[config.mk]
export PLATFORM = sky130hd
export DESIGN_NAME = uart_tx_fifo
export DESIGN_NICKNAME = d
export VERILOG_FILES = /design/src/rtl/uart_pkg.sv /design/src/rtl/sync_fifo.sv /design/src/rtl/uart_tx_fifo.sv
export SDC_FILE = /design/constraint.sdc
export NUM_CORES = 1
export LEC_CHECK = 0
export ABC_AREA = 0
export BUFFER_PORTS_ARGS = -buffer_cell sky130_fd_sc_hd__buf_2
export CORE_UTILIZATION = 45
export CTS_BUF_LIST = sky130_fd_sc_hd__clkbuf_8
export DETAILED_ROUTE_END_ITERATION = 12
export PLACE_DENSITY = 0.64
export SLEW_MARGIN = 20
export SYNTH_ARGS = -nofsm -noshare
export SYNTH_HDL_FRONTEND = slang
export SYNTH_SLANG_ARGS = --single-unit
[constraint.sdc]
create_clock -name clk -period 3.5 [get_ports clk]
set_clock_uncertainty 0.2 [all_clocks]
set_input_delay 0.35 -clock clk [delete_from_list [all_inputs] [get_ports clk]]
set_output_delay 0.35 -clock clk [all_outputs]
set_load 0.01 [all_outputs]
[src/rtl/uart_pkg.sv]
// rtl/uart_pkg.sv - shared UART defaults and FSM state encodings for the TX and RX paths
package uart_pkg;

    localparam int DEF_DBIT    = 8;
    localparam int DEF_OVS     = 16;
    localparam int DEF_SB_TICK = 16;

    localparam logic [2:0] ST_IDLE   = 3'd0;
    localparam logic [2:0] ST_START  = 3'd1;
    localparam logic [2:0] ST_DATA   = 3'd2;
    localparam logic [2:0] ST_PARITY = 3'd3;
    localparam logic [2:0] ST_STOP   = 3'd4;

endpackage

[src/rtl/sync_fifo.sv]
// rtl/sync_fifo.sv - single-clock fall-through FIFO with occupancy and overflow pulse
module sync_fifo #(
    parameter int DW = 8,
    parameter int AW = 4
) (
    input  logic          clk,
    input  logic          reset,
    input  logic          wr,
    input  logic [DW-1:0] wr_data,
    input  logic          rd,
    output logic [DW-1:0] rd_data,
    output logic          full,
    output logic          empty,
    output logic [AW:0]   level,
    output logic          overflow
);

    localparam int DEPTH = 2 ** AW;

    logic [DW-1:0] mem [DEPTH];
    logic [AW-1:0] wr_ptr;
    logic [AW-1:0] rd_ptr;
    logic [AW:0]   count;
    logic          wr_ok;
    logic          rd_ok;

    // A write while full is dropped even when a pop frees a slot in the same cycle.
    assign wr_ok   = wr && !full;
    assign rd_ok   = rd && !empty;
    assign full    = (count == DEPTH[AW:0]);
    assign empty   = (count == '0);
    assign level   = count;
    assign rd_data = mem[rd_ptr];

    always_ff @(posedge clk) begin
        if (wr_ok) begin
            mem[wr_ptr] <= wr_data;
        end
    end

    always_ff @(posedge clk or posedge reset) begin
        if (reset) begin
            wr_ptr   <= '0;
            rd_ptr   <= '0;
            count    <= '0;
            overflow <= 1'b0;
        end else begin
            overflow <= wr && full;
            if (wr_ok) begin
                wr_ptr <= wr_ptr + 1'b1;
            end
            if (rd_ok) begin
                rd_ptr <= rd_ptr + 1'b1;
            end
            case ({wr_ok, rd_ok})
                2'b10:   count <= count + 1'b1;
                2'b01:   count <= count - 1'b1;
                default: count <= count;
            endcase
        end
    end

endmodule

[src/rtl/uart_tx_fifo.sv]
// rtl/uart_tx_fifo.sv - FIFO-fed UART transmitter, optional parity bit via UART_TX_PARITY_EN
module uart_tx_fifo
    import uart_pkg::*;
#(
    parameter int DBIT    = DEF_DBIT,
    parameter int OVS     = DEF_OVS,
    parameter int SB_TICK = DEF_SB_TICK,
    parameter int FIFO_AW = 4
) (
    input  logic             clk,
    input  logic             reset,
    input  logic             s_tick,
    input  logic             wr_en,
    input  logic [DBIT-1:0]  wr_data,
    input  logic             parity_odd,
    output logic             full,
    output logic             empty,
    output logic [FIFO_AW:0] level,
    output logic             overflow,
    output logic             tx_busy,
    output logic             tx_done_tick,
    output logic             tx
);

    localparam int CW = $clog2(OVS > SB_TICK ? OVS : SB_TICK);
    localparam int NW = $clog2(DBIT);

    logic [2:0]      state;
    logic [CW-1:0]   s_cnt;
    logic [NW-1:0]   n_cnt;
    logic [DBIT-1:0] shift;
    logic [DBIT-1:0] fifo_data;
    logic            tx_q;
    logic            bit_end;
    logic            frame_end;
    logic            pop;

    sync_fifo #(
        .DW (DBIT),
        .AW (FIFO_AW)
    ) u_fifo (
        .clk      (clk),
        .reset    (reset),
        .wr       (wr_en),
        .wr_data  (wr_data),
        .rd       (pop),
        .rd_data  (fifo_data),
        .full     (full),
        .empty    (empty),
        .level    (level),
        .overflow (overflow)
    );

    assign bit_end   = s_tick && (s_cnt == CW'(OVS - 1));
    assign frame_end = (state == ST_STOP) && s_tick && (s_cnt == CW'(SB_TICK - 1));
    // Popping on the last stop tick chains frames with no idle gap.
    assign pop          = !empty && ((state == ST_IDLE) || frame_end);
    assign tx_done_tick = frame_end;
    assign tx_busy      = (state != ST_IDLE);
    assign tx           = tx_q;

`ifdef UART_TX_PARITY_EN
    logic par_bit;

    always_ff @(posedge clk or posedge reset) begin
        if (reset) begin
            par_bit <= 1'b0;
        end else if (pop) begin
            par_bit <= (^fifo_data) ^ parity_odd;
        end
    end
`else
    logic unused_parity_odd;
    assign unused_parity_odd = parity_odd;
`endif

    always_ff @(posedge clk or posedge reset) begin
        if (reset) begin
            state <= ST_IDLE;
            s_cnt <= '0;
            n_cnt <= '0;
            shift <= '0;
            tx_q  <= 1'b1;
        end else if (pop) begin
            state <= ST_START;
            s_cnt <= '0;
            n_cnt <= '0;
            shift <= fifo_data;
            tx_q  <= 1'b0;
        end else if (s_tick) begin
            case (state)
                ST_START: begin
                    if (bit_end) begin
                        s_cnt <= '0;
                        state <= ST_DATA;
                        tx_q  <= shift[0];
                    end else begin
                        s_cnt <= s_cnt + 1'b1;
                    end
                end
                ST_DATA: begin
                    if (bit_end) begin
                        s_cnt <= '0;
                        shift <= shift >> 1;
                        if (n_cnt == NW'(DBIT - 1)) begin
`ifdef UART_TX_PARITY_EN
                            state <= ST_PARITY;
                            tx_q  <= par_bit;
`else
                            state <= ST_STOP;
                            tx_q  <= 1'b1;
`endif
                        end else begin
                            n_cnt <= n_cnt + 1'b1;
                            tx_q  <= shift[1];
                        end
                    end else begin
                        s_cnt <= s_cnt + 1'b1;
                    end
                end
`ifdef UART_TX_PARITY_EN
                ST_PARITY: begin
                    if (bit_end) begin
                        s_cnt <= '0;
                        state <= ST_STOP;
                        tx_q  <= 1'b1;
                    end else begin
                        s_cnt <= s_cnt + 1'b1;
                    end
                end
`endif
                ST_STOP: begin
                    if (frame_end) begin
                        s_cnt <= '0;
                        state <= ST_IDLE;
                    end else begin
                        s_cnt <= s_cnt + 1'b1;
                    end
                end
                ST_IDLE: begin
                    tx_q <= 1'b1;
                end
                default: begin
                    state <= ST_IDLE;
                    tx_q  <= 1'b1;
                end
            endcase
        end
    end

endmodule

==> reports/metrics.cfg, run 1 <==
[cells_and_area]
fin_util_pct=52.2
antennaDiodeCount=0
syn2layout_area_growth_pct=11.2
fin_nets=508
drive_above_1_share_pct=24.9
fin_area_mm2=0.00770

[worst_setup_path]
cp_max_fo=10
worstRegToRegCells=10
worstSetupStartpointType=register
crit_type=register to register
rr_startpoint=u_fifo.level[0]
crit_arrival_ns=3.33
crit_end=u_fifo.level[4]
r2r_slack_ns=0.33
crit_path_end_kind=register
cp_slowest_stage_delay_ns=0.61
crit_required_ns=3.66
worst_path_max_delay_cell=or4_4
cp_cell_sequence=or4_4 -> o221ai_4 -> inv_4 -> ha_1 -> ha_1 -> nand2_1 -> o21ai_0 -> o21bai_1 -> nand2_1 -> a211oi_2
r2r_end=u_fifo.level[4]
startpoint=u_fifo.level[0]

[sta]
finalCritPeriodShare_pct=90.5
rsz0062_at_grt=no
setup_violations=0
fin_tns_setup_ns=0
finalHoldViolCount=0
slew_headroom_pct=44.5
setup_ws_ns=0.331
drv_slew=0
max_freq_mhz=316
worst_slew_pin_slew_ns=0.830
min_period_ns=3.17

[route]
postRouteAntennaNets=0
highest_layer=met4
wl_um=13400
dr_wl_met2_um=6580
drc=0
wl_met1_um=6090
drtPass1Iterations=4
routed-via-count=3865
vias_per_cell=5.68
drtIter0Drc=281
wl_met3_um=628
wl_per_cell_um=19.7

[power]
ir_drop_v=0.000480
power.total_mw=5.85
total_leakage_power_nw=2.67
powerDensity_mw_per_mm2=759

[synthesis]
synth_cells=448
synth_area_mm2=0.00693
avgSynthCellArea_um2=15.5
synthArstFlopShare_pct=20.5
yosys_warnings=0
synth_area_leaders=edfxtp_1 (55%), dfrtp_1 (12%), mux4_2 (7.2%), mux2_2 (3.4%), ha_1 (2.0%)
synth.distinct_cells=51
synth_nets=472
synth_seq_area_share_pct=67.4
yosysMostFrequentCell=edfxtp_1
ys.flop_type=edfxtp_1
synth_edf_count=128
ys_top_cells_by_count=edfxtp_1 (128), dfrtp_1 (32), nor2_1 (31)
synth_seq_cells=161
synth_top_area_cell=edfxtp_1
yosysTopAreaCellShare_pct=55.5

[floorplan]
std_cell_rows=44
die_y_um=126
core_area_mm2=0.0148
ios=24
initial_core_util_pct=46.9
die_x_um=126
die-area_mm2=0.0159

[placed_design]
placed_area_mm2=0.00730
dp_hpwl_um=9000
preCtsSetupSlack_ns=0.356
port_buffers=22
place.gp.congestion=0.809

[clocking]
post_cts_resized=0
path_clk_slew_ns=0.09
htreeDepth=4
postCtsSetupBuffers=0
cts.sinks=161
cts.path.max_buffers=2
cts_root_buf=clkbuf_8
cts_buffers=17
postCtsHoldBufs=2
worstSkewPairLatency_ns=0.44
cts_tree=yes

[grt]
grt_overflow=0
grt_pass1_vias=3984
antenna_found_initial=0
grt_first_pass_wirelength_um=21800
grt_usage_pct=18.7
grt_max_degree=29

[flow_run]
cap_violations=0

[min_path]
hp-class=input pin to register

[outcome]
run_status=complete, no violations

[how the worst min path moves through the flow]
| stage | from | end | slack, ns | cells after the start |
|---|---|---|---|---|
| final | wr_data[4] | u_fifo.mem[12][4] | 0.09 | 1 |
| after floorplan | wr_data[0] | u_fifo.mem[0][0] | 0.25 | 0 |
| after CTS | wr_data[4] | u_fifo.mem[7][4] | 0.05 | 1 |
| after detailed placement | shift[0] | shift[0] | 0.27 | 1 |
| after global placement | shift[0] | shift[0] | 0.27 | 1 |
| after global routing | wr_data[4] | u_fifo.mem[7][4] | 0.05 | 1 |
[critical path: cells and delay by family, from the launching register on]
kind | cells | cell delay, ns
DFF | 1 | 0.47
adders and majority gates | 2 | 0.69
buffers and inverters | 1 | 0.04
and+or+nand+nor | 3 | 0.75
AOI/OAI and AO/OA | 4 | 0.92
[per-layer routing]
metal / up-vias / GRT usage (%)
li1: 1814 / -
met1: 1951 / 25.5
met2: 93 / 29.2
met3: 7 / 4.84
met4: 0 / 6.24
met5: - / 0
[through the flow]
stage / hold WS, ns / cells
after floorplan: 0.249 / 448
after global placement: 0.271 / 647
after detailed placement: 0.273 / 647
after CTS: 0.0549 / 681
after global routing: 0.0522 / 681
final: 0.0935 / 681
[layout by cell type, fill, tap and decap left out, types with 2 or more instances in the layout]
| cell | Yosys | routed |
|---|---|---|
| inv_1 | 9 | 11 |
| o22ai_1 | 12 | 12 |
| edfxtp_1 | 128 | 128 |
| a211oi_1 | 6 | 6 |
| nor2_1 | 31 | 31 |
| o31a_1 | 5 | 5 |
| inv_6 | 0 | 4 |
| o21a_1 | 5 | 5 |
| o21ai_0 | 16 | 16 |
| bufinv_16 | 0 | 2 |
| a21oi_1 | 11 | 11 |
| mux2i_1 | 4 | 4 |
| o2bb2ai_1 | 6 | 6 |
| mux4_2 | 22 | 22 |
| o21bai_1 | 2 | 2 |
| dfrtp_1 | 32 | 31 |
| xor2_1 | 2 | 2 |
| or2_2 | 2 | 2 |
| nand2_1 | 26 | 26 |
| buf_4 | 0 | 17 |
| clkinvlp_4 | 0 | 2 |
| clkinv_1 | 0 | 2 |
| nand4_1 | 3 | 3 |
| buf_2 | 7 | 22 |
| nor3_1 | 10 | 9 |
| ha_1 | 11 | 11 |
| a311oi_1 | 6 | 6 |
| o211ai_1 | 2 | 2 |
| xnor2_1 | 11 | 11 |
| mux2_2 | 21 | 21 |
| nor2b_1 | 8 | 8 |
| or3_1 | 2 | 2 |
| o221ai_1 | 3 | 3 |
| and2_1 | 4 | 4 |
| dlygate4sd3_1 | 0 | 2 |
| clkbuf_8 | 0 | 17 |
| nand2b_1 | 5 | 5 |
[power by group]
group | internal (mW) | switching, mW
sequential | 2.39 | 0.356
combinational | 0.864 | 0.946
clock | 0.629 | 0.665
[cell families (layout without fill, tap and decap cells)]
family,Yosys count,after routing,synth area share [%]
adder cells (fa/ha/maj),11,11,1.99
multiplexers,47,47,11.1
flip-flops,161,161,67.4
XOR/XNOR,13,13,1.64
AO/OA/AOI/OAI,82,82,8.56
buffers and inverters,35,84,2.28
AND/OR/NAND/NOR,99,99,6.95
[layout make-up]
type                    count  area (µm²)
repair buffers             42         278
well taps                 184         230
clock inverters            15         143
flip-flops and latches    161        4670
inverters                  10        40.0
fillers                  1226        7050
multi-input cells         252        2100
clock buffers              17         234
[registers in the layout (all words and copies together), names as in the netlist]
register,count
u_fifo.mem,128
shift,8
u_fifo.level,5
s_cnt,4
u_fifo.rd_ptr,4
u_fifo.wr_ptr,4
n_cnt,3
state,3
tx,1
u_fifo.overflow,1
Note: power is estimated with default switching activity, not from simulation.
==> run 2, diff against run 1 <==
==> constraint.sdc (replaced) <==
create_clock -name clk -period 3.5 [get_ports clk]
set_clock_uncertainty 0.2 [all_clocks]
set_input_delay 0.7 -clock clk [delete_from_list [all_inputs] [get_ports clk]]
set_output_delay 0.7 -clock clk [all_outputs]
set_load 0.01 [all_outputs]
==> run 2 against run 1 <==
Net effect:
- global-route usage grew 0.082 points
- critical path type unchanged
- via count grew 0.93%
- first-iteration DRC count grew 1.4%
==> reports/metrics.cfg, run 2 (synthesis results as in run 1) <==
[route]
drc=0  ; unchanged
postRouteAntennaNets=0  ; unchanged
routed-via-count=3901  ; was 3865
wl_per_cell_um=19.9  ; was 19.7 µm
wl_um=13600  ; was 13400 µm
vias_per_cell=5.71  ; was 5.68
drtIter0Drc=285  ; was 281
drtPass1Iterations=6  ; was 4

[grt]
antenna_found_initial=0  ; unchanged
grt_overflow=0  ; unchanged
grt_usage_pct=18.8  ; was 18.7%
grt_max_degree=26  ; was 29
grt_first_pass_wirelength_um=22000  ; was 21800 µm
grt_pass1_vias=4063  ; was 3984

[cells_and_area]
antennaDiodeCount=0  ; unchanged
largest_register_ffs=128  ; unchanged
syn2layout_area_growth_pct=11.8  ; was 11.2%
multiInputGateArea_mm2=0.00210  ; about the same
n_fill_cell=1196  ; was 1226
layout_common_cells=edfxtp_1 (128), nor2_1 (31), dfrtp_1 (31)  ; unchanged
drive_above_1_share_pct=25.9  ; was 24.9%
fin_util_pct=52.5  ; was 52.2%
fin_nets=510  ; was 508
seqCellArea_mm2=0.00467  ; unchanged
largest_register=u_fifo.mem  ; unchanged
layout_commonest_cell=edfxtp_1  ; unchanged

[sta]
max_freq_mhz=326  ; was 316 MHz
worst_slew_pin_slew_ns=0.911  ; was 0.830 ns
rsz0062_at_grt=no  ; unchanged
drv_slew=0  ; unchanged
finalCritPeriodShare_pct=87.7  ; was 90.5%
fin_hold_ws_ns=0.135  ; was 0.0935 ns
slew_headroom_pct=38.9  ; was 44.5%
fin_tns_setup_ns=0  ; unchanged
setup_violations=0  ; unchanged
finalHoldViolCount=0  ; unchanged
min_period_ns=3.07  ; was 3.17 ns

[clocking]
htreeDepth=4  ; unchanged
postCtsHoldBufs=0  ; was 2
cts.path.max_buffers=2  ; unchanged
path_clk_slew_ns=0.09  ; about the same
cts_buffers=17  ; unchanged
postCtsSetupBuffers=0  ; unchanged
cts.sinks=161  ; unchanged
worstSkewPairLatency_ns=0.44  ; about the same
cts_root_buf=clkbuf_8  ; unchanged
cts_tree=yes  ; unchanged
post_cts_resized=0  ; unchanged

[worst_setup_path]
cp_max_fo=7  ; was 10
r2r_slack_ns=0.43  ; was 0.33 ns
cp_slowest_stage_delay_ns=0.61  ; about the same
crit_type=register to register  ; unchanged
worstSetupStartpointType=register  ; unchanged
cp_cell_sequence=or4_4 -> o221ai_4 -> inv_4 -> ha_1 -> ha_1 -> nand2_1 -> o21ai_0 -> o21bai_1 -> nand2_1 -> a211oi_2  ; unchanged
crit_required_ns=3.65  ; was 3.66 ns
startpoint=u_fifo.level[0]  ; unchanged
worst_path_max_delay_cell=or4_4  ; unchanged
crit_arrival_ns=3.22  ; was 3.33 ns
crit_end=u_fifo.level[4]  ; unchanged
rr_startpoint=u_fifo.level[0]  ; unchanged
worstRegToRegCells=10  ; unchanged
r2r_end=u_fifo.level[4]  ; unchanged
crit_path_end_kind=register  ; unchanged

[placed_design]
port_buffers=22  ; unchanged
dp_hpwl_um=8970  ; was 9000 µm
place.gp.congestion=0.783  ; was 0.809

[flow_run]
cap_violations=0  ; unchanged

[floorplan]
die_x_um=126  ; unchanged
ios=24  ; unchanged
initial_core_util_pct=46.9  ; unchanged
core_area_mm2=0.0148  ; unchanged
die-area_mm2=0.0159  ; unchanged
die_y_um=126  ; unchanged
std_cell_rows=44  ; unchanged

[power]
powerDensity_mw_per_mm2=774  ; was 759 mW/mm²
ir_drop_v=0.000459  ; was 0.000480 V
total_leakage_power_nw=2.70  ; was 2.67 nW

[outcome]
run_status=complete, no violations  ; unchanged

[min_path]
hp-class=input pin to async pin  ; was input pin to register

## run 2: final cells by class
type	instances	area share, %
Sequential cell	161	60.4
Multi-Input combinational cell	252	27.1
Timing Repair Buffer	44	3.56
Clock buffer	17	3.02
Tap cell	184	2.97
Clock inverter	15	2.47
Inverter	10	0.517
## run 2: per-layer routing
layer	GRT usage [%]	share of wire [%]	up-vias
li1	-	-	1813
met1	24.9	45	2003
met2	30.5	50	78
met3	4.59	4.8	7
met4	6.17	0.87	0
met5	0	0	-
## run 2: worst min-delay path by stage
stage | start | depth (start not counted) | slack, ns | end
after global placement | shift[0] | 1 | 0.27 | shift[0]
after floorplan | shift[0] | 1 | 0.25 | shift[0]
after global routing | reset | 2 | 0.18 | shift[0]
final | reset | 2 | 0.14 | shift[0]
after CTS | reset | 2 | 0.29 | state[2]
after detailed placement | shift[0] | 1 | 0.28 | shift[0]
## run 2: worst max-delay path: cells and delay by family, from the launching register on
kind	cells	cell delay, ns
DFF	1	0.46
AOI/OAI and AO/OA	4	0.97
and+or+nand+nor	3	0.76
buffers and inverters	1	0.06
adders and majority gates	2	0.53
## run 2: stage by stage
step	cells	area (µm²)	power [mW]	setup slack (ns)
finish	683	7740	5.99	0.430
detailed placement	651	7320	4.62	0.434
global route	683	7740	6.35	0.220
global placement	651	7320	4.55	0.490
floorplan	448	6930	4.09	0.361
CTS	683	7740	6.07	0.422
## run 2: power breakdown
group / switching (mW) / internal, mW / leakage [nW] / total (mW)
clock network: 0.717 / 0.729 / 0.213 / 1.45
registers: 0.313 / 2.39 / 1.56 / 2.70
logic: 0.994 / 0.855 / 0.923 / 1.85
